File: src/rtl/dmem_port_arbiter.sv
// Shares one data-memory port between the core (priority) and a host requester,
// with a bounded host wait and 1-cycle read-return routing. Optional DMEM_ARB_STATS_EN adds a conflict counter.
module dmem_port_arbiter #(
    parameter int unsigned ADDR_W        = 32,
    parameter int unsigned DATA_W        = 32,
    parameter int unsigned HOST_MAX_WAIT = 4
) (
    input  logic              i_clk,
    input  logic              i_rst,
    input  logic              i_c_req,
    input  logic              i_c_wen,
    input  logic [ADDR_W-1:0] i_c_addr,
    input  logic [DATA_W-1:0] i_c_wdata,
    output logic              o_c_gnt,
    output logic              o_c_rvalid,
    output logic [DATA_W-1:0] o_c_rdata,
    input  logic              i_h_req,
    input  logic              i_h_wen,
    input  logic [ADDR_W-1:0] i_h_addr,
    input  logic [DATA_W-1:0] i_h_wdata,
    output logic              o_h_gnt,
    output logic              o_h_rvalid,
    output logic [DATA_W-1:0] o_h_rdata,
    output logic              o_d_wen,
    output logic [ADDR_W-1:0] o_d_addr,
    output logic [DATA_W-1:0] o_d_wdata,
    input  logic [DATA_W-1:0] i_d_rdata
`ifdef DMEM_ARB_STATS_EN
    ,
    output logic [15:0]       o_conflict_cnt
`endif
);

    localparam int unsigned CNT_W = 8;
    localparam logic [CNT_W-1:0] MAX_WAIT = CNT_W'(HOST_MAX_WAIT);

    localparam logic [0:0] CORE_PRI   = 1'b0;
    localparam logic [0:0] HOST_FORCE = 1'b1;

    logic [0:0]       state_q, state_d;
    logic [CNT_W-1:0] wait_q, wait_d;
    logic             rvalid_q, rvalid_d;
    logic             owner_q, owner_d;   // 1 = host owns the pending read return
    logic             c_win, h_win;

    // Winner selection; reset forces all grants low asynchronously
    always_comb begin
        c_win = 1'b0;
        h_win = 1'b0;
        if (!i_rst) begin
            case (state_q)
                HOST_FORCE: begin
                    if (i_h_req)      h_win = 1'b1;
                    else if (i_c_req) c_win = 1'b1;
                end
                default: begin
                    if (i_c_req)      c_win = 1'b1;
                    else if (i_h_req) h_win = 1'b1;
                end
            endcase
        end
    end

    always_comb begin
        o_d_wen   = 1'b0;
        o_d_addr  = '0;
        o_d_wdata = '0;
        if (c_win) begin
            o_d_wen   = i_c_wen;
            o_d_addr  = i_c_addr;
            o_d_wdata = i_c_wdata;
        end else if (h_win) begin
            o_d_wen   = i_h_wen;
            o_d_addr  = i_h_addr;
            o_d_wdata = i_h_wdata;
        end
    end

    assign o_c_gnt = c_win;
    assign o_h_gnt = h_win;

    // Next-state: wait counter saturates at the limit, force state lasts until the host is served or gives up
    always_comb begin
        state_d  = state_q;
        wait_d   = wait_q;
        rvalid_d = (c_win && !i_c_wen) || (h_win && !i_h_wen);
        owner_d  = h_win;
        if (!i_h_req || h_win) begin
            wait_d = '0;
        end else if (wait_q != MAX_WAIT) begin
            wait_d = wait_q + CNT_W'(1);
        end
        case (state_q)
            HOST_FORCE: if (h_win || !i_h_req) state_d = CORE_PRI;
            default:    if (wait_d == MAX_WAIT) state_d = HOST_FORCE;
        endcase
    end

    always_ff @(posedge i_clk or posedge i_rst) begin
        if (i_rst) begin
            state_q  <= CORE_PRI;
            wait_q   <= '0;
            rvalid_q <= 1'b0;
            owner_q  <= 1'b0;
        end else begin
            state_q  <= state_d;
            wait_q   <= wait_d;
            rvalid_q <= rvalid_d;
            owner_q  <= owner_d;
        end
    end

    assign o_c_rvalid = rvalid_q && !owner_q;
    assign o_h_rvalid = rvalid_q && owner_q;
    assign o_c_rdata  = o_c_rvalid ? i_d_rdata : '0;
    assign o_h_rdata  = o_h_rvalid ? i_d_rdata : '0;

`ifdef DMEM_ARB_STATS_EN
    logic [15:0] conflict_q;

    // Saturating count of cycles where both requesters contend
    always_ff @(posedge i_clk or posedge i_rst) begin
        if (i_rst) begin
            conflict_q <= '0;
        end else if (i_c_req && i_h_req && conflict_q != 16'hFFFF) begin
            conflict_q <= conflict_q + 16'd1;
        end
    end

    assign o_conflict_cnt = conflict_q;
`endif

endmodule

File: config.mk
export PLATFORM = sky130hd
export DESIGN_NAME = dmem_port_arbiter
export DESIGN_NICKNAME = d
export VERILOG_FILES = /design/src/rtl/dmem_port_arbiter.sv
export SDC_FILE = /design/constraint.sdc
export NUM_CORES = 1
export LEC_CHECK = 0
export ABC_AREA = 0
export CAP_MARGIN = 20
export CORE_AREA = 10 10 108 110
export CTS_CLUSTER_DIAMETER = 150
export CTS_CLUSTER_SIZE = 40
export DETAILED_ROUTE_END_ITERATION = 6
export DIE_AREA = 0 0 118 120
export GPL_TIMING_DRIVEN = 0
export MAX_ROUTING_LAYER = met4
export PLACE_DENSITY = 0.7
export SYNTH_ARGS = -nofsm -noshare
export SYNTH_HDL_FRONTEND = slang
export SYNTH_SLANG_ARGS = --single-unit
File: constraint.sdc
create_clock -name i_clk -period 7.2 [get_ports i_clk]
set_input_delay 2.16 -clock i_clk [delete_from_list [all_inputs] [get_ports i_clk]]
set_output_delay 2.16 -clock i_clk [all_outputs]
set_load 0.1 [all_outputs]
# Word-level counts from Yosys, hierarchy flattened
# Index checks and enable logic that the tools add are counted.
[word_totals] register_bits=11 in_bits=166 output_inout_bits=133
[classes] add_sub_neg=1 n_eq_ne=2 n_mux=21 reduce_logical=10
[ops] op="32-bit 2-to-1 mux" count=6
[ops] op="8-bit 2-to-1 mux" count=2
[ops] op="1-bit 2-to-1 mux" count=13
[ops] op="8-bit by 1-bit adder with 8-bit output (second input constant)" count=1
[ops] op="8-bit by 3-bit equality test with 1-bit output (second input constant)" count=1
[ops] op="8-bit by 3-bit inequality test with 1-bit output (second input constant)" count=1
[ops] op="1-bit logical AND" count=4
[ops] op="1-bit zero test" count=4
[ops] op="1-bit logical OR" count=2

# Logic depth before layout (Yosys ltp)
# Gate-level depths: netlist of run 1.
[logic_depth] depth_word=9 depth_mapped=7

# Least setup slack after synthesis of run 1
# OpenSTA, ideal clock, no wires.
[synth_path] path_kind="input to output" startpoint="in i_rst" endpoint="out o_d_addr[23]" arrival_ns=4.745 required_time_ns=5.040 path_slack_ns=0.295 cell_stages=5 path_buffers=2 cell_sequence="inv_1 -> and3_1 -> clkbuf_1 -> buf_1 -> a22o_1"
[synth_between] word_cells_on_any_way=4 cone_classes="mux (4)"
[synth_rtl] item="start, declared" line_no="9" source="input logic i_rst,"
[synth_rtl] item="1-bit 2-to-1 mux" line_no="50" source="if (!i_rst) begin"
[synth_rtl] item="net o_c_gnt" line_no="14" source="output logic o_c_gnt,"
[synth_rtl] item="32-bit 2-to-1 mux" line_no="68" source="if (c_win) begin"
[synth_rtl] item="end, declared" line_no="25" source="output logic [ADDR_W-1:0] o_d_addr,"
# The timed path passes the listed nets, and every way through them passes these cells.

# Worst setup path in the final report of run 1
[layout_path] startpoint="in i_c_req" endpoint="out o_h_gnt"
[layout_between] elab_chain_cells=3
[layout_rtl] item="start, declared" line_no="10" source="input logic i_c_req,"
[layout_rtl] item="1-bit 2-to-1 mux" line_no="57" source="if (i_c_req) c_win = 1'b1;"
[layout_rtl] item="1-bit 2-to-1 mux" line_no="51" source="case (state_q)"
[layout_rtl] item="1-bit 2-to-1 mux" line_no="50"
[layout_rtl] item="end, declared" line_no="21" source="output logic o_h_gnt,"
# Every way passes these cells.

==> results of run 1 <==
## power groups by stage
stage | Clock [mW] | Combinational (mW) | Sequential [mW]
3_5_place_dp | 0 | 0.482 | 0.0680
4_1_cts | 0.0657 | 0.471 | 0.0669
3_3_place_gp | 0 | 0.480 | 0.0679
6_report | 0.0654 | 0.464 | 0.0668
2_1_floorplan | 0 | 0.304 | 0.0671
5_1_grt | 0.0699 | 0.481 | 0.0673
## cell families after synthesis
logic type      after synthesis  synth area share, %
simple gates                 96                34.69
buf+inv                      34                8.304
fa+ha+maj                     2                1.407
compound gates               74                35.68
xor+xnor                      9                4.433
flops                        11                15.48
## metal layers
metal	global-route usage, %	vias to the layer above
met5	-	-
li1	-	1461
met4	3.400	0
met2	35.76	202
met1	21.78	1373
met3	6.095	16
## Yosys cell counts (2+ instances only)
library cell  count  share of area (%)
inv_1             7                1.5
a21oi_1           2               0.56
and3_1           33                 12
nor2_1           10                2.1
buf_2            10                2.8
nor3b_1           2               0.84
dfrtp_1          11                 15
xor2_1            4                2.0
nor2b_1           2               0.70
and2_1           33                 12
a22o_1           65                 32
xnor2_1           5                2.5
ha_1              2                1.4
clkbuf_1         15                3.2
nand2_1           3               0.63
o21ai_0           2               0.56
nand3_1           3               0.84
nand4_1           2               0.70
## worst min-delay path, cell delays in order, from the launching register on
cell	delay [ps]
dfrtp_1	360
xor2_1	80
nor2_2	120
## stage by stage
step	utilization, %	area (sq um)	hold WS, ps	cells	setup TNS, ps
floorplan	-	1778	553.5	226	0
detailed placement	51.60	4927	605.5	657	-18460
CTS	51.98	4964	619.6	661	0
global placement	51.60	4927	582.9	657	-15310
finish	50.39	4812	617.3	661	0
global route	50.39	4812	643.6	661	0
## final timing paths
check	startpoint	endpoint	slack, ps	cells past startpoint
max reg2reg	state_q	rvalid_q	5280	5
min	wait_q[7]	wait_q[7]	620	2
min in group asynchronous	i_rst	state_q	2330	2
max	i_c_req	o_h_gnt	200	5
max in group asynchronous	i_rst	rvalid_q	4510	2
min reg2reg	wait_q[7]	wait_q[7]	620	2
## flip-flops by register name, summed over array words and instances, names as in the netlist
signal	cells
wait_q	8
owner_q	1
rvalid_q	1
state_q	1
## layout make-up
cell class	instances	area, sq um
well taps	133	166.4
plain buffers	27	122.6
flip-flops and latches	11	275.3
clock buffers	4	45.04
inverters	7	26.28
fillers	926	4737
repair buffers	298	2821
multi-input cells	181	1355
## repair_timing
action                                  4_1_cts  5_1_grt
resized for setup                           127       59
endpoints found under the hold margin         0        0
endpoints found under the setup margin       67       44
==> key figures, run 1 <==
Status
  – Status: finished, final reports clean

Floorplanning
  – # IOs: between 200 and 300
  – Die area: 14,160 sq um
  – Starting Density: between 10% and 20%
  – # rows: 36
  – DIE WIDTH: about 120 microns
  – Core area: 9549 sq um
  – Vert. Die Dim: between 100 and 150 microns

Synthesis
  – Synth Flop Type: dfrtp_1
  – EDFF count, synth: 0
  – Mapped Nets: ~390
  – Async set or reset register ratio after synthesis: between 90% and 100%
  – Cells after Synth: approximately 230
  – YS warnings: 0
  – Netlist area before placement: between 1500 and 2000 sq um
  – Sequential share of the synthesized area: around 15%
  – Mean Syn Cell Area: between 7 and 8 sq um
  – Synth cell types: 33
  – Yosys reg bits: 11

Pwr
  – Clock share of power: about 11%
  – Power Density: 123.9 nW/um^2
  – Pint: about 0.25 mW
  – Power share of the sequential group: between 10% and 20%
  – Power Total: just under 0.6 mW
  – Peak VDD IR: 54.14 uV
  – Net Switching: between 0.3 and 0.4 mW
  – Combinational group share of total power: 77.8%
  – Switching share of total power: roughly three fifths
  – Leakage power: 2.103 nW

GRT
  – Largest net degree at the start of global routing: 14
  – GR Util All Layers: between 20% and 30%
  – Initial antenna violation count: 0
  – GRT overflow: 0
  – Global-route wire length before repair: 21,520 microns
  – Vias in the first global route: between 3,000 and 4,000

Setup path
  – Cell family with most CP delay: buffers and inverters
  – Kind of critical path: input pin to output port
  – Critical path cell sequence: clkdlybuf4s50_1 -> nor2b_1 -> nor3b_1 -> clkbuf_1 -> dlygate4sd2_1
  – CP Buf/Inv Count: 3
  – Worst path slowest cell: dlygate4sd2_1
  – CP max FO: 11
  – CP endpoint kind: output port
  – Worst setup SP type: input pin
  – Req. time, crit path: just over 5000 ps
  – Crit path DAT: roughly 4800 ps
  – CP peak stage delay: approximately 940 ps

Routing
  – Initial DRC count: 160
  – Met2 WL: roughly 7600 microns
  – Vias: approximately 3,000
  – Avg Vias per Cell: 4.617
  – Routed wire length: between 10,000 and 15,000 microns
  – DR DRC count: 0
  – Pre-antenna DRT Iters: 4
  – Met3 WL: ~1400 microns
  – Top Metal Used: met4
  – Antenna-violating nets left: 0
  – Wl on met1: between 5000 and 6000 microns
  – Routed WL per cell: 22.61 microns

STA
  – Final Cycle Share: between 90 and 100%
  – Setup Skew: 3.362 ps
  – Worst Max-Slew Pin Slew: between 1000 and 1500 ps
  – Max-slew violation count: 0
  – Worst setup margin: 200.7 ps
  – Setup violations, final: 0
  – Hold Fails Final Rpt: 0
  – RSZ-0062 raised after global routing: false
  – Crit path time final: around 7000 ps
  – Fmax: about 140 MHz
  – Worst rel slew slack: 29.58%

CTS
  – Worst-case clock buffer depth: 2
  – CTS tree: done
  – CTS Buf Count: 3
  – Clock Latency Late Sink: roughly 250 ps
  – Post-CTS Repair Setup Buffers: 0
  – Clock Pin Slew Worst Setup and Hold Paths: approximately 50 ps
  – Clock Sinks: 11
  – H-Tree Level Count: 1
  – Hold buffer count at cts: 0
  – Root buffer cell: clkbuf_8

Layout
  – Most frequent cells in the layout: 231 x clkdlybuf4s50_1, 65 x a22o_1, 37 x clkbuf_2
  – Ant. Diodes: 0
  – Layout Area Growth over Synthesis: 170.7%
  – Final nets: between 600 and 700
  – Commonest non-fill, non-tap cell in the layout: clkdlybuf4s50_1
  – Share of layout cells above drive strength 1: about 15%

Min path
  – Hold Crit Class: flip-flop to flip-flop

Placement
  – Post-place setup slack: -542.8 ps
  – Port Buf Inserts: between 200 and 300
  – DPL Wire Length: about 13,000 microns
  – Placer Congestion: between 0.9 and 1

Flow run
  – Max cap viols: 0
Note: power is estimated with default switching activity, not from simulation.
==> inputs of run 2 (changes only) <==
--- a/config.mk
+++ b/config.mk
@@ -14,7 +14,7 @@
 export DIE_AREA = 0 0 118 120
 export GPL_TIMING_DRIVEN = 0
 export MAX_ROUTING_LAYER = met4
-export PLACE_DENSITY = 0.7
+export PLACE_DENSITY = 0.8
 export SYNTH_ARGS = -nofsm -noshare
 export SYNTH_HDL_FRONTEND = slang
 export SYNTH_SLANG_ARGS = --single-unit
==> run 2 against run 1 <==
Effect of this change: sequential power barely moved; combinational power rose by 0.9%; global-route usage fell by 0.18 points; setup slack improved by 77 ps; clock-buffer cell count did not move; non-clock buffer count did not move; total power rose by 0.28%; critical path type unchanged; largest power group unchanged.
==> key figures, run 2 (synthesized netlist as in run 1, its figures left out) <==
STA
  – RSZ-0062 raised after global routing: false
  – Final Cycle Share: between 90% and 100%
  – Worst setup margin: 277.7 ps
  – Worst Max-Slew Pin Slew: 1073 ps
  – Hold Fails Final Rpt: 0
  – Setup Skew: around 3.5 ps
  – Crit path time final: around 7000 ps
  – Max-slew violation count: 0
  – Worst rel slew slack: between 20 and 30%
  – Setup violations, final: 0
  – Fmax: ~140 MHz
  – Hold Slack: 605.4 ps

Placement
  – Port Buf Inserts: around 300
  – Dpl cells: roughly 660
  – DPL Wire Length: 13,290 microns
  – Post-place setup slack: -407.4 ps
  – Placer Congestion: ~0.9

CTS
  – Clock Sinks: 11
  – Clock Pin Slew Worst Setup and Hold Paths: about 50 ps
  – Clock Latency Late Sink: roughly 240 ps
  – CTS Buf Count: 3
  – Root buffer cell: clkbuf_8
  – CTS resizes: about 130
  – Worst-case clock buffer depth: 2
  – Hold buffer count at cts: 0
  – H-Tree Level Count: 1
  – Post-CTS Repair Setup Buffers: 0
  – CTS tree: done

Setup path
  – CP peak stage delay: 840 ps
  – Worst setup SP type: input pin
  – Req. time, crit path: slightly above 5000 ps
  – Crit path DAT: about 4800 ps
  – Worst path slowest cell: clkdlybuf4s15_1
  – Kind of critical path: input pin to output port
  – R2R cell count: 6
  – CP endpoint kind: output port
  – Critical path cell sequence: clkdlybuf4s50_1 -> clkinvlp_4 -> and3_1 -> clkbuf_1 -> buf_1 -> a22o_1 -> clkdlybuf4s15_1
  – CP max FO: 13

GRT
  – Vias in the first global route: between 3,000 and 4,000
  – GRT overflow: 0
  – Largest net degree at the start of global routing: 14
  – Global-route wire length before repair: roughly 21,000 microns
  – GR Util All Layers: approximately a fifth
  – Initial antenna violation count: 0

Layout
  – Cell Count, Final, Fillers Out: ~660
  – Most frequent cells in the layout: 231 x clkdlybuf4s50_1, 65 x a22o_1, 33 x and3_1, 33 x and2_1, 32 x clkdlybuf4s15_2
  – Commonest non-fill, non-tap cell in the layout: clkdlybuf4s50_1
  – Final nets: approximately 700
  – Layout Area Growth over Synthesis: 174.7%
  – Max reg flops: 8
  – Fillers: 900
  – Final Core Density: between 50% and 60%
  – Ant. Diodes: 0
  – Share of layout cells above drive strength 1: about 15%
  – Largest Register: wait_q

Floorplanning
  – Die area: ~14,000 sq um
  – # IOs: 299
  – Vert. Die Dim: about 120 microns
  – DIE WIDTH: about 120 microns
  – # rows: 36
  – Starting Density: between 10% and 20%
  – Core area: about 9500 sq um

Pwr
  – Power Total: around 0.60 mW
  – Power Density: ~120 nW/um^2
  – Leakage power: approximately 2.1 nW
  – Peak VDD IR: ~66 uV

Routing
  – Routed wire length: around 15,000 microns
  – Antenna-violating nets left: 0
  – Avg Vias per Cell: about 4.7
  – Vias: 3,106
  – DR DRC count: 0
  – Initial DRC count: 157
  – Routed WL per cell: between 20 and 25 microns
  – Pre-antenna DRT Iters: 7

Min path
  – Hold Crit Class: flip-flop to flip-flop
  – Hold Path Cell Cnt: 2

Flow run
  – Max cap viols: 0

Status
  – Status: finished, final reports clean
==> run 2: cell types whose count changed in the layout (fill, tap and decap cells not counted), sizes merged <==
cell	previous run	this run
dlymetal6s2s	0	1
inv	7	6
buf	11	12
clkinvlp	0	1
clkdlybuf4s15	23	33
clkbuf	56	44
==> run 2: per-layer routing <==
| metal | vias to the layer above | global-route usage, % | part of all wire, % |
|---|---|---|---|
| met4 | 0 | 6.028 | 2.4 |
| met3 | 18 | 6.517 | 9.5 |
| met1 | 1430 | 19.97 | 37 |
| li1 | 1455 | - | - |
| met2 | 203 | 35.94 | 51 |
| met5 | - | - | 0 |
==> run 2: critical path: cells and delay by family <==
kind / cells / cell delay [ps]
buffers and inverters: 5 / 2190
AND/OR/NAND/NOR: 1 / 190
AO/OA/AOI/OAI: 1 / 210
==> run 2: path summary, 6_finish.rpt <==
path,startpoint,endpoint,slack (ps)
hold / removal,wait_q[7],wait_q[7],610
setup / recovery,i_rst,o_d_addr[25],280
min in group asynchronous,i_rst,state_q,2320
hold reg to reg,wait_q[7],wait_q[7],610
setup reg to reg,wait_q[3],state_q,5510
max in group asynchronous,i_rst,wait_q[3],4680
==> run 2: per-stage QoR <==
stage | cell area (sq um) | TNS [ps]
2_1_floorplan | 1778 | 0
3_3_place_gp | 4927 | -12820
3_5_place_dp | 4927 | -19200
4_1_cts | 4974 | 0
5_1_grt | 4883 | 0
6_report | 4883 | 0
==> run 2: where the power goes <==
part / internal (mW) / switching (mW) / total [mW]
clock network: 0.0390 / 0.0241 / 0.0631
registers: 0.0642 / 0.00288 / 0.0670
logic: 0.148 / 0.320 / 0.468
total: 0.251 / 0.347 / 0.598
==> run 2: area by class of cell <==
class                      count  area, sq um  share of cell area [%]
buffer                        27        121.4                   2.485
timing repair buffer         298         2890                   59.19
tap                          133        166.4                   3.408
clock buffer                   4        45.04                  0.9224
sequential                    11        275.3                   5.637
multi-input combinational    181         1355                   27.75
inverter                       7        30.03                  0.6149
==> edit 1: new RTL, config.mk and constraints of run 1 <==
The localparam `CNT_W` goes from 8 to 6.
--- a/src/rtl/dmem_port_arbiter.sv
+++ b/src/rtl/dmem_port_arbiter.sv
@@ -32,5 +32,5 @@
 );
 
-    localparam int unsigned CNT_W = 8;
+    localparam int unsigned CNT_W = 6;
     localparam logic [CNT_W-1:0] MAX_WAIT = CNT_W'(HOST_MAX_WAIT);
 
Behaviour: no difference found for any inputs over 10 cycles, from zero or initial values and one cycle with i_rst high; that may be too few to reach the edited logic, so the function may still have changed.
==> edit 1 against run 1 <==
- area after synthesis down 9.1%
- first-iteration DRC count is 24% lower
- final area about the same
- wire length down 5.3%
- cell count decreased by 1.8%
- setup slack better by 6.0 ps
- sequential cell count down 2
- non-clock buffer count shrank 1
- total power fell by 3.6%
- critical path type unchanged
- largest power group unchanged
==> edit 1: results (changes against run 1) <==
CLOCK-SKEW-FINAL_PS=1.688  # -1.674 ps
PIN_COUNT_OF_THE_BIGGEST_NET_ENTERING_GLOBAL_ROUTING=12  # -2
P_LEAK_nW=2.419  # +15%
WORST_R2R_DST='state_q'
SYNTH_NETS=382  # -3.0%
ROUTED_VIA_DENSITY=4.435  # -4.0%
GRT_UTIL_ALL_LAYERS_PCT=18.68  # -1.3 points
NUMBER_OF_DETAILED_ROUTE_ITERATIONS_IN_THE_FIRST_PASS=4  # unchanged
OUTCOME='finished, final reports clean'
MAX-VDD-IR-DROP_uV=57.65  # +6.5%
HOLD_PATH_END='state_q'
CPMAXSTAGEDELAYCELL='sky130_fd_sc_hd__clkdlybuf4s50_1'
YOSYS_MOST_USED_DFF='sky130_fd_sc_hd__dfrtp_1'
INITIALDRTVIOLATIONCOUNT=122  # -24%
SYNTH.LIB_CELLS_USED.DISTINCT=30  # -9.1%
GPL.FINAL_WEIGHTED_CONGESTION=0.8770  # -6.0%
YS.WARNINGS.COUNT=0  # unchanged
FIRST_GLOBAL_VIAS=3088  # -4.9%
CLK_LATENCY_PS=230  # -20 ps
SYNTHTOPCELLSBYCOUNT='sky130_fd_sc_hd__a22o_1, sky130_fd_sc_hd__and2_1, sky130_fd_sc_hd__and3_1, sky130_fd_sc_hd__clkbuf_1, sky130_fd_sc_hd__buf_2'
CRITPATHMAXSTAGEDELAY_PS=1180  # +240 ps
LARGEST_REGISTER_FF_COUNT=6  # -2
RRSETUPSLACK_PS=5420  # +140 ps
CP_DATA_ARRIVAL_TIME_PS=4830  # about the same
FIRST_PASS_GRT_WIRE_LENGTH_MM=20.14  # -6.4%
DRIVE_GT1_SHARE_PCT=3.295  # -12 points
NUMBER_OF_CELLS_ON_THE_WORST_REG_TO_REG_PATH=6  # +1
AREA_POST_PLACEMENT_MM2=0.004766  # -3.3%
CRITPATHMAXFANOUT=10  # -1
FINAL_NET_COUNT=685  # -1.7%
CTSROOTBUFFERMASTER='sky130_fd_sc_hd__clkbuf_8'
WORST_R2R_STARTPOINT='wait_q[0]'
SYNTH_AREA_LEADERS='sky130_fd_sc_hd__a22o_1, sky130_fd_sc_hd__dfrtp_1, sky130_fd_sc_hd__and2_1'
SEQ_AREA_FRAC_SYNTH_PCT=13.93  # -1.6 points
PORT_BUFFERS=298  # unchanged
CTS-BUFFERS-INSERTED=3  # unchanged
HOLD_SLACK_PS=621.4  # +4.087 ps
TOTALWIRELENGTH_MM=14.16  # -5.3%
DETAILED_PLACE_HPWL_MM=12.92  # -2.9%
HOLD_PATH_STARTPOINT='state_q'
WORST-SLEW-PIN-TRANSITION_PS=1049  # -3.570 ps
-- edit 1: changes by cell type in the layout (fill, tap and decap cells not counted), sizes merged, moves of 2 or more --
cell	delta
dfrtp	-2
dlygate4sd2	+30
nor2	-6
inv	-2
xor2	-3
clkdlybuf4s15	-23
xnor2	-2
clkdlybuf4s50	+8
dlymetal6s2s	+21
nand2	+4
clkbuf	-37
-- edit 1: how the worst max path moves through the flow --
| stage | endpoint | startpoint |
|---|---|---|
| floorplan | o_d_addr[20] | i_rst |
| global placement | o_d_addr[22] | i_rst |
| detailed placement | o_d_addr[22] | i_rst |
| CTS | o_d_wdata[16] | i_rst |
| global route | o_h_gnt | i_c_req |
| finish | o_d_wdata[31] | i_rst |
-- edit 1: tightest hold or removal path, delay by kind of cell, from the launching register on --
family | cells | cell delay (ps)
DFF | 1 | 420
AOI/OAI and AO/OA | 1 | 70
and+or+nand+nor | 1 | 90
-- edit 1: power breakdown --
group          leakage [nW]  switching [W]  internal (W)
combinational          2.27       0.000311      0.000150
clock                0.0228      0.0000192     0.0000385
sequential            0.123     0.00000312     0.0000527
total                  2.42       0.000333      0.000241
-- edit 1: layout make-up --
| class | count | area, um^2 |
|---|---|---|
| plain buffers | 26 | 111.4 |
| clock buffers | 4 | 45.04 |
| repair buffers | 298 | 2988 |
| inverters | 5 | 18.77 |
| fillers | 944 | 4733 |
| well taps | 133 | 166.4 |
| multi-input cells | 174 | 1261 |
| flip-flops and latches | 9 | 225.2 |
-- edit 1: per-layer routing --
layer | track usage [%] | wire [um] | up-vias
met4 | 2.241 | 121 | 0
met3 | 5.485 | 1300 | 8
met5 | - | 0 | -
met2 | 34.60 | 7359 | 183
met1 | 19.81 | 5377 | 1270
li1 | - | - | 1417
-- edit 1: what timing repair did --
item                       in CTS  in global routing
setup endpoints to repair      38                 21
hold buffers                    0                  0
gates resized for setup        38                 21
gates cloned                    0                  0
-- edit 1: stage by stage --
stage	std cells	setup slack, ps	setup TNS (ps)
final	649	206.7	0
after global routing	649	58.69	0
after CTS	649	10.95	0
after detailed placement	645	-105.0	-2300
after global placement	645	-117.1	-1826
after floorplan	214	489.8	0
-- edit 1: cell families (layout without fill, tap and decap cells) --
family / Yosys count / in the layout / share of synthesized area (%)
adders and majority gates: 2 / 2 / 1.548
DFF: 9 / 9 / 13.93
xor gates and xnor gates: 4 / 4 / 2.168
buffers and inverters: 31 / 333 / 8.049
and+or+nand+nor: 92 / 92 / 34.52
AOI/OAI and AO/OA: 76 / 76 / 39.78
==> edit 2: new RTL, settings of run 1 <==
Without the edit above. Add a define of `DMEM_ARB_STATS_EN`.
--- a/src/rtl/dmem_port_arbiter.sv
+++ b/src/rtl/dmem_port_arbiter.sv
@@ -1,4 +1,6 @@
 // Shares one data-memory port between the core (priority) and a host requester,
 // with a bounded host wait and 1-cycle read-return routing. Optional DMEM_ARB_STATS_EN adds a conflict counter.
+`define DMEM_ARB_STATS_EN
+
 module dmem_port_arbiter #(
     parameter int unsigned ADDR_W        = 32,
Check against the original RTL (old outputs only; new: o_conflict_cnt): equivalent (equiv_simple and equiv_induct, registers matched by name and starting in step).
==> edit 2 against run 1 <==
- synthesized cell count rose by 28%
- area after synthesis rose by 38%
- global-route usage rose by 3.8 points
- largest cell class unchanged
- die area did not move
- maximum frequency rose by 0.27%
- final area rose by 21%
- count of clock-buffer cells in the layout did not move
- sequential share of layout area rose by 5.9 points
- total power rose by 58%
- sequential power rose to 2.9 times the old value
- largest power group unchanged
- wire length rose by 18%
- sequential cell count rose by 16
- setup slack improved by 19 ps
==> edit 2: results (changes against run 1) <==
OUTCOME='finished, final reports clean'
CLOCK-SKEW-FINAL_PS=6.081  # +2.720 ps
PIN_COUNT_OF_THE_BIGGEST_NET_ENTERING_GLOBAL_ROUTING=30  # +16
CRITPATHMAXFANOUT=29  # +18
POST_PLACE_SETUP_SLACK_PS=-581.1  # -38.39 ps
YOSYS.AREA_SHARE.ADDER_PCT=1.530  # +0.12 points
POWER_CLOCK_W=0.0000861  # +32%
SYNTH_COMPOUND_AREA_SHARE_PCT=27.49  # -8.2 points
PATH_CLK_SLEW_PS=90  # +40 ps
PORT_BUFFERS=314  # +5.4%
DR_TOTAL_VIAS=3587  # +18%
ROUTEDWLPERCELL_UM=23.86  # +5.5%
WORST_R2R_STARTPOINT='o_conflict_cnt[4]'
CLK_LATENCY_PS=270  # +20 ps
HEADROOM_TO_THE_MAX_SLEW_LIMIT_PCT=24.83  # -4.7 points
INITIALDRTVIOLATIONCOUNT=205  # +28%
HOLD_SLACK_PS=506.4  # -110.9 ps
GRT_UTIL_ALL_LAYERS_PCT=23.84  # +3.8 points
LARGEST_REGISTER_FF_COUNT=16  # +8
FINAL_NET_COUNT=778  # +12%
FINAL_MIN_PERIOD_OVER_CLOCK_PERIOD_PCT=96.95  # -0.26 points
SEQ_AREA_FRAC_SYNTH_PCT=27.54  # +12 points
CRITPATHMAXSTAGEDELAY_PS=880  # -60 ps
HOLD_PATH_DEPTH=1  # -1
HOLD_PATH_STARTPOINT='o_conflict_cnt[10]'
AREA_POST_PLACEMENT_MM2=0.005763  # +17%
HOLD_PATH_END='o_conflict_cnt[10]'
SYNTHMUXAREASHARE_PCT=0.4589  # +0.46 points
FIRST_PASS_GRT_WIRE_LENGTH_MM=25.51  # +19%
GPL.FINAL_WEIGHTED_CONGESTION=0.8838  # -5.3%
SEQ-POWER_W=0.000197  # +190%
P_SW_W=0.0005422  # +56%
RRSETUPSLACK_PS=5460  # +180 ps
DRIVE_GT1_SHARE_PCT=9.375  # -5.8 points
CTS-RESIZED-GATES=149  # +17%
DETAILED_PLACE_HPWL_MM=15.85  # +19%
WORST_SETUP_PATH_ENDPOINT='o_d_wdata[12]'
FILLER_CELL_COUNT=850  # -8.2%
ROUTED_VIA_DENSITY=4.841  # +4.8%
MAX-VDD-IR-DROP_uV=109.9  # +100%
POST_SYNTH_XOR_AREA_FRACTION_PCT=6.782  # +2.3 points
FINAL_CELL_AREA_MM2=0.005816  # +21%
WORST_R2R_DST='o_conflict_cnt[1]'
FIRST_GLOBAL_VIAS=3743  # +15%
SYNTH.LIB_CELLS_USED.DISTINCT=40  # +21%
SYNTH_NETS=459  # +16%
PLACEDCELLCOUNT=737  # +12%
STARTPOINT='i_rst'
SYNTH_AREA_LEADERS='sky130_fd_sc_hd__dfrtp_1, sky130_fd_sc_hd__a22o_1, sky130_fd_sc_hd__and2_1'
==> edit 2: cell count changes after synthesis, sizes merged, moves of 2 or more <==
| cell | delta |
|---|---|
| nor2 | +4 |
| xnor2 | +9 |
| a21oi | +2 |
| or3 | +2 |
| nand2 | +8 |
| nand3 | +12 |
| o21a | +2 |
| dfrtp | +16 |
| nand4 | +4 |
| buf | -3 |
==> edit 2: final cells by class <==
class / count / area share [%]
Timing Repair Buffer: 314 / 54.13
Tap cell: 133 / 2.861
Inverter: 7 / 0.4948
Sequential cell: 27 / 11.62
Clock buffer: 4 / 0.7745
Buffer: 25 / 1.850
Multi-Input combinational cell: 231 / 28.27
==> edit 2: routing by layer <==
| layer | vias to the layer above | track usage [%] | share of wire [%] |
|---|---|---|---|
| li1 | 1712 | - | - |
| met1 | 1684 | 26.36 | 40 |
| met2 | 187 | 41.77 | 50 |
| met3 | 4 | 9.142 | 9.8 |
| met4 | 0 | 1.623 | 0.20 |
| met5 | - | - | 0 |
